`src/rtl/frame_max_tracker_if.sv`:
```
`default_nettype none
// ============================================================================
// Module      : frame_max_tracker_if
// Description : Bundles the sample-in handshake, the external comparator
//               link and the frame-result handshake of frame_max_tracker.
//               slave  - the tracker block itself
//               master - the environment (producer, comparator, consumer)
// Ports       : in_valid/in_ready/in_data    sample stream
//               cmp_a/cmp_b                   operands to comparator
//               cmp_less/equal/greater        comparator flags (A vs B)
//               out_valid/out_ready           result handshake
//               out_max/out_idx/out_ties/out_err  frame result
// Revision    : 1.0 - initial release
// ============================================================================
interface frame_max_tracker_if #(
  parameter int IDX_W = 3,
  parameter int CNT_W = 4
);
  logic             in_valid;
  logic             in_ready;
  logic [7:0]       in_data;
  logic [7:0]       cmp_a;
  logic [7:0]       cmp_b;
  logic             cmp_less;
  logic             cmp_equal;
  logic             cmp_greater;
  logic             out_valid;
  logic             out_ready;
  logic [7:0]       out_max;
  logic [IDX_W-1:0] out_idx;
  logic [CNT_W-1:0] out_ties;
  logic             out_err;

  modport slave (
    input  in_valid, in_data, cmp_less, cmp_equal, cmp_greater, out_ready,
    output in_ready, cmp_a, cmp_b, out_valid, out_max, out_idx, out_ties, out_err
  );

  modport master (
    output in_valid, in_data, cmp_less, cmp_equal, cmp_greater, out_ready,
    input  in_ready, cmp_a, cmp_b, out_valid, out_max, out_idx, out_ties, out_err
  );
endinterface
`default_nettype wire

```
`src/rtl/frame_max_tracker.sv`:
```
`default_nettype none
// ============================================================================
// Module      : frame_max_tracker
// Description : Tracks the maximum of each fixed-length frame of 8-bit
//               samples using an external magnitude comparator, together with
//               the first index of the maximum, its tie count and a sticky
//               flag for illegal comparator flag encodings. Emits one result
//               per frame over a valid/ready handshake.
// Ports       : clk   - rising-edge clock
//               reset - synchronous active-high reset
//               bus   - frame_max_tracker_if.slave (sample in, comparator
//                       link, result out)
// Revision    : 1.0 - initial release
// ============================================================================
module frame_max_tracker #(
  parameter int FRAME_LEN = 8,
  parameter int IDX_W     = 3,
  parameter int CNT_W     = 4
) (
  input  wire logic         clk,
  input  wire logic         reset,
  frame_max_tracker_if.slave bus
);

  typedef enum logic [1:0] {
    S_FIRST = 2'd0,
    S_ACCUM = 2'd1,
    S_HOLD  = 2'd2
  } state_t;

  localparam logic [IDX_W-1:0] c_last_pos = IDX_W'(FRAME_LEN - 1);

  state_t           r_state;
  logic [7:0]       r_max;
  logic [IDX_W-1:0] r_idx;
  logic [CNT_W-1:0] r_ties;
  logic             r_err;
  logic [IDX_W-1:0] r_pos;

  logic             r_in_ready;
  logic             r_out_valid;
  logic [7:0]       r_out_max;
  logic [IDX_W-1:0] r_out_idx;
  logic [CNT_W-1:0] r_out_ties;
  logic             r_out_err;

  logic             w_accept;
  logic [7:0]       w_max_nxt;
  logic [IDX_W-1:0] w_idx_nxt;
  logic [CNT_W-1:0] w_ties_nxt;
  logic             w_err_nxt;

  assign w_accept = bus.in_valid & r_in_ready;

  // Comparator sees the live sample against the stored maximum.
  assign bus.cmp_a = bus.in_data;
  assign bus.cmp_b = r_max;

  // Next-state of the running statistics for an ACCUM-state accept.
  always_comb begin
    w_max_nxt  = r_max;
    w_idx_nxt  = r_idx;
    w_ties_nxt = r_ties;
    w_err_nxt  = r_err;
    case ({bus.cmp_less, bus.cmp_equal, bus.cmp_greater})
      3'b001: begin
        w_max_nxt  = bus.in_data;
        w_idx_nxt  = r_pos;
        w_ties_nxt = CNT_W'(1);
      end
      3'b010:  w_ties_nxt = r_ties + CNT_W'(1);
      3'b100:  ;
      default: w_err_nxt = 1'b1;  // flags not one-hot: ignore sample, flag it
    endcase
  end

  always_ff @(posedge clk) begin
    if (reset) begin
      r_state     <= S_FIRST;
      r_max       <= '0;
      r_idx       <= '0;
      r_ties      <= '0;
      r_err       <= 1'b0;
      r_pos       <= '0;
      r_in_ready  <= 1'b1;
      r_out_valid <= 1'b0;
      r_out_max   <= '0;
      r_out_idx   <= '0;
      r_out_ties  <= '0;
      r_out_err   <= 1'b0;
    end else begin
      case (r_state)
        S_FIRST: begin
          // First sample of a frame seeds the maximum; flags are meaningless
          // here because cmp_b still holds the previous frame's value.
          if (w_accept) begin
            r_max   <= bus.in_data;
            r_idx   <= '0;
            r_ties  <= CNT_W'(1);
            r_err   <= 1'b0;
            r_pos   <= IDX_W'(1);
            r_state <= S_ACCUM;
          end
        end
        S_ACCUM: begin
          if (w_accept) begin
            r_max  <= w_max_nxt;
            r_idx  <= w_idx_nxt;
            r_ties <= w_ties_nxt;
            r_err  <= w_err_nxt;
            if (r_pos == c_last_pos) begin
              // Result registers capture the final statistics on entry to
              // HOLD so they remain stable until the consumer takes them.
              r_out_max   <= w_max_nxt;
              r_out_idx   <= w_idx_nxt;
              r_out_ties  <= w_ties_nxt;
              r_out_err   <= w_err_nxt;
              r_out_valid <= 1'b1;
              r_in_ready  <= 1'b0;
              r_state     <= S_HOLD;
            end else begin
              r_pos <= r_pos + IDX_W'(1);
            end
          end
        end
        S_HOLD: begin
          if (bus.out_ready) begin
            r_out_valid <= 1'b0;
            r_in_ready  <= 1'b1;
            r_pos       <= '0;
            r_state     <= S_FIRST;
          end
        end
        default: begin
          r_state     <= S_FIRST;
          r_in_ready  <= 1'b1;
          r_out_valid <= 1'b0;
          r_pos       <= '0;
        end
      endcase
    end
  end

  assign bus.in_ready  = r_in_ready;
  assign bus.out_valid = r_out_valid;
  assign bus.out_max   = r_out_max;
  assign bus.out_idx   = r_out_idx;
  assign bus.out_ties  = r_out_ties;
  assign bus.out_err   = r_out_err;

endmodule
`default_nettype wire

```
`src/flat_wrapper.sv`:
```
// flat-port wrapper written by rule: the top's interface ports become plain ports
module frame_max_tracker_flat 
#(
  parameter int FRAME_LEN = 8,
  parameter int IDX_W     = 3,
  parameter int CNT_W     = 4
)
  (clk, reset, bus_in_valid, bus_in_data, bus_cmp_less, bus_cmp_equal, bus_cmp_greater, bus_out_ready, bus_in_ready, bus_cmp_a, bus_cmp_b, bus_out_valid, bus_out_max, bus_out_idx, bus_out_ties, bus_out_err);
  frame_max_tracker_if #(.IDX_W(IDX_W), .CNT_W(CNT_W)) bus_i ();
  input  wire logic clk;
  input  wire logic reset;
  input wire logic [$bits(bus_i.in_valid)-1:0] bus_in_valid;
  input wire logic [$bits(bus_i.in_data)-1:0] bus_in_data;
  input wire logic [$bits(bus_i.cmp_less)-1:0] bus_cmp_less;
  input wire logic [$bits(bus_i.cmp_equal)-1:0] bus_cmp_equal;
  input wire logic [$bits(bus_i.cmp_greater)-1:0] bus_cmp_greater;
  input wire logic [$bits(bus_i.out_ready)-1:0] bus_out_ready;
  output wire logic [$bits(bus_i.in_ready)-1:0] bus_in_ready;
  output wire logic [$bits(bus_i.cmp_a)-1:0] bus_cmp_a;
  output wire logic [$bits(bus_i.cmp_b)-1:0] bus_cmp_b;
  output wire logic [$bits(bus_i.out_valid)-1:0] bus_out_valid;
  output wire logic [$bits(bus_i.out_max)-1:0] bus_out_max;
  output wire logic [$bits(bus_i.out_idx)-1:0] bus_out_idx;
  output wire logic [$bits(bus_i.out_ties)-1:0] bus_out_ties;
  output wire logic [$bits(bus_i.out_err)-1:0] bus_out_err;
  assign bus_i.in_valid = bus_in_valid;
  assign bus_i.in_data = bus_in_data;
  assign bus_i.cmp_less = bus_cmp_less;
  assign bus_i.cmp_equal = bus_cmp_equal;
  assign bus_i.cmp_greater = bus_cmp_greater;
  assign bus_i.out_ready = bus_out_ready;
  assign bus_in_ready = bus_i.in_ready;
  assign bus_cmp_a = bus_i.cmp_a;
  assign bus_cmp_b = bus_i.cmp_b;
  assign bus_out_valid = bus_i.out_valid;
  assign bus_out_max = bus_i.out_max;
  assign bus_out_idx = bus_i.out_idx;
  assign bus_out_ties = bus_i.out_ties;
  assign bus_out_err = bus_i.out_err;
  frame_max_tracker #(.FRAME_LEN(FRAME_LEN), .IDX_W(IDX_W), .CNT_W(CNT_W)) u_core (.clk(clk), .reset(reset), .bus(bus_i));
endmodule
```
`config.mk`:
```
export PLATFORM = sky130hd
export DESIGN_NAME = frame_max_tracker_flat
export DESIGN_NICKNAME = d
export VERILOG_FILES = /design/src/rtl/frame_max_tracker_if.sv /design/src/rtl/frame_max_tracker.sv /design/src/flat_wrapper.sv
export SDC_FILE = /design/constraint.sdc
export NUM_CORES = 1
export LEC_CHECK = 0
export BUFFER_PORTS_ARGS = -buffer_cell sky130_fd_sc_hd__clkbuf_2
export CAP_MARGIN = 40
export CORE_MARGIN = 2
export CORE_UTILIZATION = 45
export DETAILED_ROUTE_END_ITERATION = 10
export PLACE_DENSITY = 0.7
export SYNTH_ARGS = -nofsm -noshare
export SYNTH_HDL_FRONTEND = slang
export SYNTH_SLANG_ARGS = --single-unit
```
`constraint.sdc`:
```
create_clock -name clk -period 1.8 [get_ports clk]
set_input_delay 0.18 -clock clk [delete_from_list [all_inputs] [get_ports clk]]
set_output_delay 0.18 -clock clk [all_outputs]
set_load 0.02 [all_outputs]
```
Yosys cells after proc, flatten, opt, wreduce, memory -nomap -nowiden
Cells that the tools add are included. W data, S select, Z words.

Bits in registers: 39. Latch bits: 0. Bits in writable memories: 0. Memory bits (read-only): 0. Output and inout port bits: 34. Memories kept: 0.

Add/sub/neg operators: 2. Multiply operators: 0. Div/mod/pow operators: 0. $lt $le $gt $ge: 0. Equal/unequal tests: 11. Shift operators: 0. Multiplexer cells: 34. Bitwise logic cells: 2. Reductions and logical operators: 8.

Operators with widths (count): $mux W8 (3); $mux W3 (7); $pmux W4 S2 (2); $pmux W8 S2 (1); $reduce_and A4 Y1 (3); $mux W1 (9); $pmux W3 S3 (1); $mux W2 (4); $mux W4 (2); $eq A3 B3 Y1 const B (2); $ne A2 B1 Y1 const B (3); $pmux W1 S3 (2); $pmux W2 S3 (1); $pmux W3 S2 (1); $reduce_and A3 Y1 (2); $add A4 B1 Y4 const B (1); $ne A2 B2 Y1 const B (2); $add A3 B1 Y3 const B (1); $eq A3 B1 Y1 const B (1); $eq A3 B2 Y1 const B (1); $reduce_or A3 Y1 (1); $eq A2 B1 Y1 const B (1); $eq A2 B2 Y1 const B (1); $logic_not A2 Y1 (1); 4 further kinds (4).

Depth between registers and ports, before layout
Depth in word-level cells: 5. Depth in mapped cells: 7. Mapped depth without buffers: 6.

Least setup slack after synthesis
Ideal clock, no wire load.

Path type: register -> register. Start: reg u_core.r_pos[0]. End: reg u_core.r_out_max[4], in the netlist u_core.bus.out_max[4]. Setup time: 91 ps. Data arrival time: 1536 ps. Setup slack: 173 ps. Stages on the path, launching flop included: 8. Buffers on the path: 1. Cells stage by stage: dfxtp_1 ha_1 ha_1 nand4_1 nor2_1 clkbuf_1 nor2_1 a311oi_1.

Word-level cells in the longest chain between the ends: 2.

Ends and longest elaborated chain: from (decl) (line frame_max_tracker.sv:38) `logic [IDX_W-1:0] r_pos;`; from (signal assigned) (line frame_max_tracker.sv:122) `r_pos <= r_pos + IDX_W'(1);`; $eq A3 B3 Y1 (line frame_max_tracker.sv:111) `if (r_pos == c_last_pos) begin`; $reduce_and A3 Y1 (no line); to (signal assigned) (line frame_max_tracker.sv:114) `r_out_max <= w_max_nxt;`; to (decl) (line frame_max_tracker.sv:42) `logic [7:0] r_out_max;`.

Every way passes these cells. A chain may end at the register's enable or synchronous reset.

Worst setup path after layout
Start: reg u_core.r_state[1]. End: reg u_core.r_idx[0].

Word-level cells in the longest chain between the ends: 3.

Ends and longest elaborated chain: from (decl) (line frame_max_tracker.sv:33) `state_t r_state;`; from (signal assigned) (line frame_max_tracker.sv:79) `r_state <= S_FIRST;`; from (signal assigned) (line frame_max_tracker.sv:102) `r_state <= S_ACCUM;`; from (signal assigned) (line frame_max_tracker.sv:120) `r_state <= S_HOLD;`; $eq A2 B1 Y1 / $logic_not A2 Y1 (equally long branches) (line frame_max_tracker.sv:92) `case (r_state)`; $ne A2 B1 Y1 (no line) / $reduce_bool A2 Y1 (equally long branches); $reduce_and A3 Y1 (no line); to (signal assigned) (line frame_max_tracker.sv:108) `r_idx <= w_idx_nxt;`; to (decl) (line frame_max_tracker.sv:35) `logic [IDX_W-1:0] r_idx;`.

Several ways; a longest one is shown, not always the timed one.

==> summary by stage <==
Die
The area of the die is approximately 4600 um2. The die is 68.15 um tall. In this run the standard cell core region covers between 3000 and 4000 um2. The starting utilization of the core area is between 40% and 50%. The floorplan has 23 rows.

The number of ports placed on the die boundary is 49. The die span in x is between 60 and 70 um.

Clock tree
For this design, the CTS-stage hold fixing added 0 buffers. Clock tree synthesis found a total of 39 sinks. The number of clock buffers added by TritonCTS is 5. The clock latency reported for the late side of the worst-skew pair is approximately 290 ps.

In this run the clock root is driven by a sky130_fd_sc_hd__clkbuf_8. The CTS H-tree depth is 2. The CTS tree is yes. The register clock-pin slew on the reported worst setup and hold paths is around 70 ps.

The maximum number of buffers from clock root to sink is 2.

Timing
The time the final worst path needs with I/O delays and setup is about 1600 ps. The achievable clock frequency is a little over 600 MHz. The post-route fraction of the period consumed by the critical path is between 80% and 90%. The worst hold slack after final layout is between 100 and 150 ps. The max-slew violation count is 0. The actual transition at the worst max-transition pin is around 780 ps. Setup violations remaining at the end of the flow were counted as 0. The headroom to the max-slew limit is 47.88%. The number of endpoints with negative hold slack in the final report is 0. In the final timing run, aggregate negative setup slack is 0 ps. Setup repair after global routing left no endpoint under its margin.

The worst setup margin is 180.4 ps. The clock arrives with ~4.0 ps of skew.

Detailed routing
After detailed routing, the number of vias per cell comes to 5.333. After detailed routing, the number of remaining DRC violations is 0. For this block, the initial DRC count from the detailed router was ~110. The post-detailed-route wirelength per cell is ~13 um. The total detailed-routing wirelength is between 4000 and 5000 um.

The first detailed-routing pass took 4 iterations. The detail route stage leaves a number of antenna-violating nets equal to 0. The total number of vias is ~1700.

Min path
The worst hold path belongs to the class primary input to register.

Final layout
Once layout is complete, the cells apart from fillers number between 300 and 400. The post-synthesis to final-layout area growth is 20.47%. After the last flow step, the layout net total stands at 285. The fraction of final layout cells sized beyond drive strength 1 is 27.99%. The final antenna diode count is 0.

Global routing
The number of global-route vias before repair was 1428. The first global-routing pass estimated roughly 6400 um of wire. For this run, global-route usage on met2 was measured as about 30%. The routing usage on met1 is 23.55%.

The global routing stage identified its most utilized layer as met2. The global routing met3 resource utilization is 3.947%. The total global routing overflow is 0. The initial antenna violation count came to 0. Entering global routing, the biggest net connects 38 pins. Global routing consumed, over all layers together, 18.29% of the routing resources.

Place
Routability-driven placement finished with a final weighted congestion of approximately 0.8. Detailed placement ended at an HPWL of about 2700 um. Before CTS, the worst setup slack after placement is between 150 and 200 ps.

The count of port buffers added during placement is 48. The cell count after placement is 308.

Synthesis
The most common cell in the synthesized netlist is sky130_fd_sc_hd__nand2_1. The async set or reset register ratio after synthesis is 0%. The total of flip-flops plus latches after synthesis is 39. In the synthesized netlist the dominant register cell turns out to be sky130_fd_sc_hd__dfxtp_1. After synthesis, the netlist uses 46 different library cells. Counting every net in the synthesized netlist gives ~240. The fraction of synthesized cell area taken by the top area cell type is between 40% and 50%. The cell count after synthesis came out at between 200 and 250.

The sequential element share of the synthesized area is between 40% and 50%. The cell area after synthesis is roughly 1900 um2. The largest total area in the synthesized netlist belongs to sky130_fd_sc_hd__dfxtp_1.

The average footprint of a synthesized cell is around 8.2 um2. After synthesis, the most frequently instantiated cells are sky130_fd_sc_hd__nand2_1, sky130_fd_sc_hd__dfxtp_1, sky130_fd_sc_hd__nor2_1. After synthesis, the cell types taking the most area are sky130_fd_sc_hd__dfxtp_1, sky130_fd_sc_hd__nand2_1, sky130_fd_sc_hd__a311oi_1. The number of enable-type register cells in the synthesized netlist is 0. The Yosys warning count is 0.

Worst setup path
The data required time at the worst endpoint is slightly above 2000 ps. The maximum fanout along the worst path is 10. STA classifies the critical path startpoint as a register.

Data arrives at the worst endpoint at 1840 ps. The critical path's top delay family is compound AO/OA/AOI/OAI gates. The kind of capture point of the worst setup path is a register. In this design, the stage delay of the slowest critical-path cell is roughly 500 ps. The total buffers and inverters traversed by the critical path is 0. Traced cell by cell, the critical path runs through and3b_1, o21ai_1, nand2_1, a21oi_1. The library cell contributing the largest single delay on the critical path is sky130_fd_sc_hd__dfxtp_1. The critical path is of the register to register type.

Power
VDD sags by at most roughly 0.46 mV. The total power divided by cell area is roughly 800 nW/um2. The leakage component of the power is between 0.9 and 1 nW.

Flow run
The number of maximum-capacitance violations is 0.

Outcome
The run finished with clean final reports.
==> cells in the final DEF, fill, tap and decap left out, drive strengths merged, types with 4 or more instances in the layout <==
master  instances
clkbuf         57
nand2          46
dfxtp          39
nor2           24
a21oi          21
a311oi         13
buf            10
o21ai           6
nor3            5
nand4           5
a211oi          4
==> kinds of logic (layout without fill, tap and decap cells) <==
kind of cell / after synthesis / in the layout / synth area share (%)
flip-flops: 39 / 39 / 42.16
adder cells (fa/ha/maj): 3 / 3 / 2.027
AND/OR/NAND/NOR: 98 / 98 / 25.34
buffers and inverters: 26 / 69 / 8.243
XOR/XNOR: 3 / 3 / 1.419
AO/OA/AOI/OAI: 56 / 56 / 20.81
==> layer usage <==
layer | wire (um) | share of wire, %
met2 | 1993 | 48
met5 | 0 | 0
met1 | 1920 | 46
met3 | 169 | 4.1
met4 | 63 | 1.5
==> worst reg2reg max path: stages (launching register included) <==
cell and delay (ps):
sky130_fd_sc_hd__dfxtp_1 500, sky130_fd_sc_hd__and3b_1 320, sky130_fd_sc_hd__o21ai_1 460, sky130_fd_sc_hd__nand2_1 110, sky130_fd_sc_hd__a21oi_1 170
==> final cells by class <==
class / count / area [um2]
fillers: 385 / 1740
flip-flops and latches: 39 / 782.0
inverters: 2 / 7.507
repair buffers: 59 / 352.8
multi-input cells: 160 / 925.9
well taps: 50 / 62.56
clock buffers: 8 / 100.1
==> worst paths after layout <==
path | depth (start not counted) | endpoint | slack, ps | startpoint
setup / recovery | 4 | u_core.r_idx[0] | 180 | u_core.r_state[1]
hold / removal | 3 | u_core.bus.cmp_b[5] | 130 | bus_in_data[5]
hold reg to reg | 2 | u_core.r_idx[2] | 450 | u_core.r_idx[2]
setup reg to reg | 4 | u_core.r_idx[0] | 180 | u_core.r_state[1]
==> sequential cells by signal, indices dropped and copies added, names as in the netlist, 2 cells and up <==
signal               cells
u_core.r_pos             3
u_core.bus.cmp_b         8
u_core.r_idx             3
u_core.r_ties            4
u_core.bus.out_ties      4
u_core.r_state           2
u_core.bus.out_max       8
u_core.bus.out_idx       3
==> timing repair <==
action	4_1_cts	5_1_grt
gates resized for setup	0	2
buffers inserted	0	1
setup endpoints to repair	0	7
==> power breakdown <==
| group | switching (mW) | internal [mW] | total [mW] |
|---|---|---|---|
| logic | 0.136 | 0.0795 | 0.215 |
| registers | 0.0164 | 0.884 | 0.900 |
| clock network | 0.298 | 0.350 | 0.648 |
==> per-stage QoR <==
step | total power, mW | cell area, um2 | utilization [%]
after global routing | 1.839 | 2231 | 56.18
after global placement | 1.135 | 2092 | 52.68
final | 1.763 | 2231 | 56.18
after detailed placement | 1.136 | 2092 | 52.68
after CTS | 1.780 | 2192 | 55.20
after floorplan | 1.073 | 1852 | -
Power figures use the tool's default switching activity.
